$ cat src/rtl/phased_cache_pkg.sv
// Shared types and defaults for the phased cache request/fill controller.
// Holds the controller state enum and the lowest-set-bit helper.
package phased_cache_pkg;

  localparam int WAYS_DEF    = 4;
  localparam int INDEX_W_DEF = 2;
  localparam int CNT_W_DEF   = 8;

  typedef enum logic [2:0] {
    IDLE,
    TAG,
    MREQ,
    FILL,
    DATA
  } state_e;

  function automatic logic [31:0] lowest_bit(input logic [31:0] v);
    return v & (~v + 32'd1);
  endfunction

endpackage

$ cat src/rtl/victim_select.sv
// Victim way choice: first invalid way, else the per-set round-robin pointer.
// Pointers advance only on fills that were chosen by the pointer.
module victim_select
  import phased_cache_pkg::*;
#(
  parameter int WAYS    = WAYS_DEF,
  parameter int INDEX_W = INDEX_W_DEF
) (
  input  logic               clk,
  input  logic               reset,
  input  logic [INDEX_W-1:0] index,
  input  logic [WAYS-1:0]    way_valid,
  input  logic               fill,
  output logic [WAYS-1:0]    victim,
  output logic               from_ptr
);

  localparam int SETS = 2 ** INDEX_W;
  localparam int PW   = (WAYS > 1) ? $clog2(WAYS) : 1;

  logic [PW-1:0]   ptr_q [SETS];
  logic [PW-1:0]   ptr_d [SETS];
  logic [WAYS-1:0] inval;

  assign inval    = WAYS'(lowest_bit(32'(~way_valid)));
  assign from_ptr = &way_valid;
  assign victim   = from_ptr ? (WAYS'(1) << ptr_q[index]) : inval;

  always_comb begin
    ptr_d = ptr_q;
    if (fill) begin
      if (ptr_q[index] == PW'(WAYS - 1))
        ptr_d[index] = '0;
      else
        ptr_d[index] = ptr_q[index] + PW'(1);
    end
  end

  always_ff @(posedge clk or posedge reset) begin
    if (reset) begin
      for (int i = 0; i < SETS; i++) ptr_q[i] <= '0;
    end else begin
      ptr_q <= ptr_d;
    end
  end

endmodule

$ cat src/rtl/phased_cache_ctrl.sv
// Phased cache request/fill controller: tag phase, then data phase or
// memory fetch plus fill into a victim way; all outputs are registered.
module phased_cache_ctrl
  import phased_cache_pkg::*;
#(
  parameter int WAYS    = WAYS_DEF,
  parameter int INDEX_W = INDEX_W_DEF,
  parameter int CNT_W   = CNT_W_DEF
) (
  input  logic                  clk,
  input  logic                  reset,
  input  logic                  req_valid,
  input  logic [INDEX_W-1:0]    req_index,
  output logic                  req_ready,
  output logic [INDEX_W-1:0]    index,
  output logic [2**INDEX_W-1:0] index_dec,
  input  logic [WAYS-1:0]       way_valid,
  input  logic [WAYS-1:0]       way_tag_match,
  output logic [WAYS-1:0]       load,
  output logic [WAYS-1:0]       data_rd_en,
  output logic                  mem_req,
  input  logic                  mem_ack,
  output logic                  resp_valid,
  output logic                  resp_hit,
  output logic [CNT_W-1:0]      hit_cnt,
  output logic [CNT_W-1:0]      miss_cnt
);

  localparam int SETS = 2 ** INDEX_W;

  state_e             state_q, state_d;
  logic [INDEX_W-1:0] index_q, index_d;
  logic [WAYS-1:0]    victim_q, victim_d;
  logic               vptr_q, vptr_d;
  logic [WAYS-1:0]    load_q, load_d;
  logic [WAYS-1:0]    rd_q, rd_d;
  logic               mem_req_q, mem_req_d;
  logic               resp_valid_q, resp_valid_d;
  logic               resp_hit_q, resp_hit_d;
  logic               req_ready_q, req_ready_d;
  logic [CNT_W-1:0]   hit_cnt_q, hit_cnt_d;
  logic [CNT_W-1:0]   miss_cnt_q, miss_cnt_d;

  logic [WAYS-1:0] hit_vec;
  logic [WAYS-1:0] hit_one;
  logic [WAYS-1:0] victim;
  logic            from_ptr;
  logic            fill;

  assign hit_vec = way_valid & way_tag_match;
  assign hit_one = WAYS'(lowest_bit(32'(hit_vec)));
  assign fill    = (state_q == FILL) && vptr_q;

  victim_select #(
    .WAYS    (WAYS),
    .INDEX_W (INDEX_W)
  ) u_victim (
    .clk       (clk),
    .reset     (reset),
    .index     (index_q),
    .way_valid (way_valid),
    .fill      (fill),
    .victim    (victim),
    .from_ptr  (from_ptr)
  );

  always_comb begin
    state_d      = state_q;
    index_d      = index_q;
    victim_d     = victim_q;
    vptr_d       = vptr_q;
    load_d       = '0;
    rd_d         = '0;
    mem_req_d    = 1'b0;
    resp_valid_d = 1'b0;
    resp_hit_d   = 1'b0;
    req_ready_d  = req_ready_q;
    hit_cnt_d    = hit_cnt_q;
    miss_cnt_d   = miss_cnt_q;
    unique case (state_q)
      IDLE: begin
        if (req_valid) begin
          index_d     = req_index;
          state_d     = TAG;
          req_ready_d = 1'b0;
        end
      end
      TAG: begin
        if (|hit_vec) begin
          state_d      = DATA;
          rd_d         = hit_one;
          resp_valid_d = 1'b1;
          resp_hit_d   = 1'b1;
          if (hit_cnt_q != {CNT_W{1'b1}})
            hit_cnt_d = hit_cnt_q + CNT_W'(1);
        end else begin
          state_d   = MREQ;
          victim_d  = victim;
          vptr_d    = from_ptr;
          mem_req_d = 1'b1;
          if (miss_cnt_q != {CNT_W{1'b1}})
            miss_cnt_d = miss_cnt_q + CNT_W'(1);
        end
      end
      MREQ: begin
        if (mem_ack) begin
          state_d = FILL;
          load_d  = victim_q;
        end else begin
          mem_req_d = 1'b1;
        end
      end
      FILL: begin
        state_d      = DATA;
        rd_d         = victim_q;
        resp_valid_d = 1'b1;
      end
      DATA: begin
        state_d     = IDLE;
        req_ready_d = 1'b1;
      end
      default: begin
        state_d     = IDLE;
        req_ready_d = 1'b1;
      end
    endcase
  end

  always_ff @(posedge clk or posedge reset) begin
    if (reset) begin
      state_q      <= IDLE;
      index_q      <= '0;
      victim_q     <= '0;
      vptr_q       <= 1'b0;
      load_q       <= '0;
      rd_q         <= '0;
      mem_req_q    <= 1'b0;
      resp_valid_q <= 1'b0;
      resp_hit_q   <= 1'b0;
      req_ready_q  <= 1'b1;
      hit_cnt_q    <= '0;
      miss_cnt_q   <= '0;
    end else begin
      state_q      <= state_d;
      index_q      <= index_d;
      victim_q     <= victim_d;
      vptr_q       <= vptr_d;
      load_q       <= load_d;
      rd_q         <= rd_d;
      mem_req_q    <= mem_req_d;
      resp_valid_q <= resp_valid_d;
      resp_hit_q   <= resp_hit_d;
      req_ready_q  <= req_ready_d;
      hit_cnt_q    <= hit_cnt_d;
      miss_cnt_q   <= miss_cnt_d;
    end
  end

  assign req_ready  = req_ready_q;
  assign index      = index_q;
  assign index_dec  = SETS'(1) << index_q;
  assign load       = load_q;
  assign data_rd_en = rd_q;
  assign mem_req    = mem_req_q;
  assign resp_valid = resp_valid_q;
  assign resp_hit   = resp_hit_q;
  assign hit_cnt    = hit_cnt_q;
  assign miss_cnt   = miss_cnt_q;

endmodule

$ cat config.mk
export PLATFORM = sky130hd
export DESIGN_NAME = phased_cache_ctrl
export DESIGN_NICKNAME = d
export VERILOG_FILES = /design/src/rtl/phased_cache_pkg.sv /design/src/rtl/victim_select.sv /design/src/rtl/phased_cache_ctrl.sv
export SDC_FILE = /design/constraint.sdc
export NUM_CORES = 1
export LEC_CHECK = 0
export CORE_MARGIN = 2
export CORE_UTILIZATION = 50
export DETAILED_ROUTE_END_ITERATION = 10
export GPL_TIMING_DRIVEN = 1
export HOLD_SLACK_MARGIN = 0.1
export PLACE_DENSITY = 0.81
export SYNTH_ARGS = -nofsm -noshare
export SYNTH_HDL_FRONTEND = slang
export SYNTH_HIERARCHICAL = 1
export SYNTH_SLANG_ARGS = --single-unit
$ cat constraint.sdc
create_clock -name clk -period 2.48 [get_ports clk]
set_input_delay 0.372 -clock clk [delete_from_list [all_inputs] [get_ports clk]]
set_output_delay 0.372 -clock clk [all_outputs]
set_load 0.02 [all_outputs]
==> flow_metrics.env <==
export IMPL_synth_top_area_share_pct=52.3
export IMPL_r2r_end="u_victim/ptr_q[6]$_DFFE_PP0P_"
export IMPL_routed_via_count=1621
export IMPL_overflow=0
export IMPL_first_pass_iters=4
export IMPL_syn_area_per_cell_sq_um=11.4
export IMPL_port_buffers=47
export IMPL_gp_congestion=0.807
export IMPL_die_h_um=69.6
export IMPL_fill_cells=311
export IMPL_cp_num_buf_inv=0
export IMPL_yosys_top_cells_area="dfrtp_1 52%, mux2_2 5.2%, ha_1 4.1%"
export IMPL_r2r_start="index[0]$_DFFE_PP0P_"
export IMPL_whs_ns=0.341
export IMPL_tns_ns=0
export IMPL_ys_ff_latch=46
export IMPL_ys_types=40
export IMPL_fp_dieW_um=69.6
export IMPL_fin_area_sq_um=2830
export IMPL_nets=271
export IMPL_worst_path_max_delay_cell="mux4_2"
export IMPL_worst_setup_path_type="flip-flop to flip-flop"
export IMPL_grt_pass1_wl_mm=7.32
export IMPL_via_per_inst=5.39
export IMPL_path_clk_slew_ns=0.09
export IMPL_coreArea_sq_um=4060
export IMPL_stdcell_count=301
export IMPL_crit_fanout=7
export IMPL_wl_mm=4.40
export IMPL_rsz0062_at_grt="false"
export IMPL_start_util_pct=53.0
export IMPL_setup_viol=0
export IMPL_dp_hpwl_mm=3.27
export IMPL_drcViolationCount=0
export IMPL_clkSinkCount=46
export IMPL_fin_skew_ns=0.00691
export IMPL_crit_family="multiplexers"
export IMPL_cts_resized=0
export IMPL_max_cap_viol_count=0
export IMPL_grt_use_total_pct=18.9
export IMPL_startpoint="index[0]$_DFFE_PP0P_"
export IMPL_status="completed"
export IMPL_insertion_delay_ns=0.30
export IMPL_area_delta_synth_final_pct=31.6
export IMPL_antenna_cells=0
export IMPL_yosysWarnings=6
export IMPL_rr_worst_depth=5
export IMPL_dp_cells=293
export IMPL_hold_path_class="primary input to async pin"
export IMPL_final_util_pct=69.8
export IMPL_ios=48
export IMPL_start_kind="flip-flop"
export IMPL_num_rows=23
export IMPL_crit_chain="mux4_2 -> ha_1 -> and2b_1 -> o21ai_1 -> a22o_1"
export IMPL_htreeDepth=2
export IMPL_cts_root_buf="clkbuf_8"
export IMPL_cp_arrival_ns=2.27
export IMPL_cts_setup_buffers=0
export IMPL_regToRegSetupSlack_ns=0.41
export IMPL_cts_buffer_depth=2
export IMPL_power_leakage_nw=1.28
export IMPL_synthCells=189
export IMPL_cts_tree="done"
export IMPL_grt_pass1_vias=1559
export IMPL_cp_slowest_stage_delay_ns=0.61
export IMPL_dr_first_iter_drc_count=107
export IMPL_dieArea_sq_um=4840
export IMPL_slew_headroom_pct=68.2
export IMPL_yosysSeqAreaShare_pct=53.5
export IMPL_period_minus_slack_ns=2.07
export IMPL_fin_crit_sh_pct=83.6
export IMPL_syn_num_nets=210
export IMPL_cp_end_kind="flip-flop"
export IMPL_slew_violations=0
export IMPL_antenna_found_initial=0
export IMPL_ir_worst_vdd_v=0.000580
export IMPL_cp_num_cells=5
export IMPL_crit_required_ns=2.67
export IMPL_numCtsBuffers=5
export IMPL_drtAntennaViolNets=0
export IMPL_place_area_sq_um=2740
export IMPL_synth_largest_area_cell="dfrtp_1"
export IMPL_grt_max_degree=39
export IMPL_hold_viol=0
export IMPL_netlist_area_sq_um=2150
export IMPL_timing_fmax_ghz=0.483
export IMPL_drive_above_1_share_pct=14.3
export IMPL_power_density_nw_per_um2=980
export IMPL_cp_endpoint="u_victim/ptr_q[6]$_DFFE_PP0P_"
export IMPL_ctsHoldBuffers=0
export IMPL_routedWlPerCell_um=14.6
export IMPL_tightestPinTransition_ns=0.477
[final cells by class]
type | instances | area (sq um) | area share [%]
Clock buffer | 6 | 82.6 | 2.92
Clock inverter | 2 | 12.5 | 0.442
Inverter | 8 | 30.0 | 1.06
Multi-Input combinational cell | 133 | 955 | 33.7
Sequential cell | 46 | 1150 | 40.7
Tap cell | 50 | 62.6 | 2.21
Timing Repair Buffer | 56 | 538 | 19.0
[per-layer routing]
layer | track usage, % | wire length [um] | vias up
li1 | - | - | 795
met1 | 25.8 | 2090 | 781
met2 | 30.0 | 2100 | 43
met3 | 4.65 | 188 | 2
met4 | 5.88 | 21 | 0
met5 | 0 | 0 | -
[cell usage in the layout (no fill, tap or decap), types with 2 or more instances in the layout]
master,count
clkdlybuf4s50_1,47
dfrtp_1,45
nand2_1,17
mux2_2,10
nand3_1,9
buf_4,9
nor2_1,8
and2_1,8
inv_1,8
ha_1,7
xor2_1,6
a21oi_1,6
clkbuf_8,6
nand2b_1,5
nand4_1,5
a32o_1,5
o21ai_0,5
nor3_1,3
and3_1,3
xnor2_1,3
nor2b_1,3
a31oi_1,3
and2b_1,3
a22o_1,3
nor4_1,2
or2_2,2
o21a_1,2
o21ai_2,2
mux4_2,2
[Yosys cell counts]
cell,n
a211oi_1,1
a21boi_0,1
a21oi_1,6
a222oi_1,1
a22o_1,3
a31oi_1,3
a32o_1,5
and2_1,8
and2b_1,3
and3_1,3
and3b_1,1
and4_1,1
buf_6,1
clkbuf_1,1
dfrtp_1,45
dfstp_2,1
ha_1,7
inv_1,8
mux2_1,1
mux2_2,10
mux4_2,2
nand2_1,17
nand2b_1,5
nand3_1,9
nand3b_2,1
nand4_1,5
nor2_1,8
nor2b_1,3
nor3_1,3
nor4_1,2
nor4b_1,1
o21a_1,2
o21ai_0,5
o21ai_1,1
o21ai_2,2
o22ai_1,1
or2_2,2
or3b_4,1
xnor2_1,3
xor2_1,6
[per-stage QoR]
stage | setup slack (ns) | power (mW)
4_1_cts | 0.407 | 2.80
3_3_place_gp | 0.298 | 2.29
3_5_place_dp | 0.271 | 2.32
2_1_floorplan | 0.358 | 1.78
6_report | 0.407 | 2.78
5_1_grt | 0.309 | 2.93
[worst min-delay path by stage]
stage / slack (ns) / start / cells after the start / end
2_1_floorplan: 0.19 / reset / 1 / u_victim/ptr_q[0]$_DFFE_PP0P_
3_3_place_gp: 0.47 / req_ready$_DFFE_PP1P_ / 2 / req_ready$_DFFE_PP1P_
3_5_place_dp: 0.49 / req_ready$_DFFE_PP1P_ / 2 / req_ready$_DFFE_PP1P_
4_1_cts: 0.34 / reset / 2 / u_victim/ptr_q[0]$_DFFE_PP0P_
5_1_grt: 0.37 / reset / 2 / u_victim/ptr_q[4]$_DFFE_PP0P_
6_report: 0.34 / reset / 2 / u_victim/ptr_q[4]$_DFFE_PP0P_
[sequential cells by signal (all words and copies together), names as in the netlist]
signal / cells
state_q: 3
req_ready: 1
hit_cnt: 8
resp_valid: 1
data_rd_en: 4
vptr_q: 1
resp_hit: 1
load: 4
u_victim/ptr_q: 8
mem_req: 1
victim_q: 4
index: 2
miss_cnt: 8
[kinds of logic (layout without fill, tap and decap cells)]
group | count (synthesis) | count (layout) | synth area share (%)
flip-flops | 46 | 46 | 53.5
multiplexers | 13 | 13 | 7.85
adder cells (fa/ha/maj) | 7 | 7 | 4.07
XOR/XNOR | 9 | 9 | 3.66
buffers and inverters | 10 | 72 | 2.09
AO/OA/AOI/OAI | 31 | 31 | 10.2
AND/OR/NAND/NOR | 73 | 73 | 18.6
[where the power goes]
| part | switching [mW] | total (mW) | internal [mW] |
|---|---|---|---|
| registers | 0.197 | 1.15 | 0.953 |
| logic | 0.563 | 1.15 | 0.586 |
| clock network | 0.254 | 0.479 | 0.224 |
| total | 1.01 | 2.78 | 1.76 |
(Power assumes the default switching activity.)
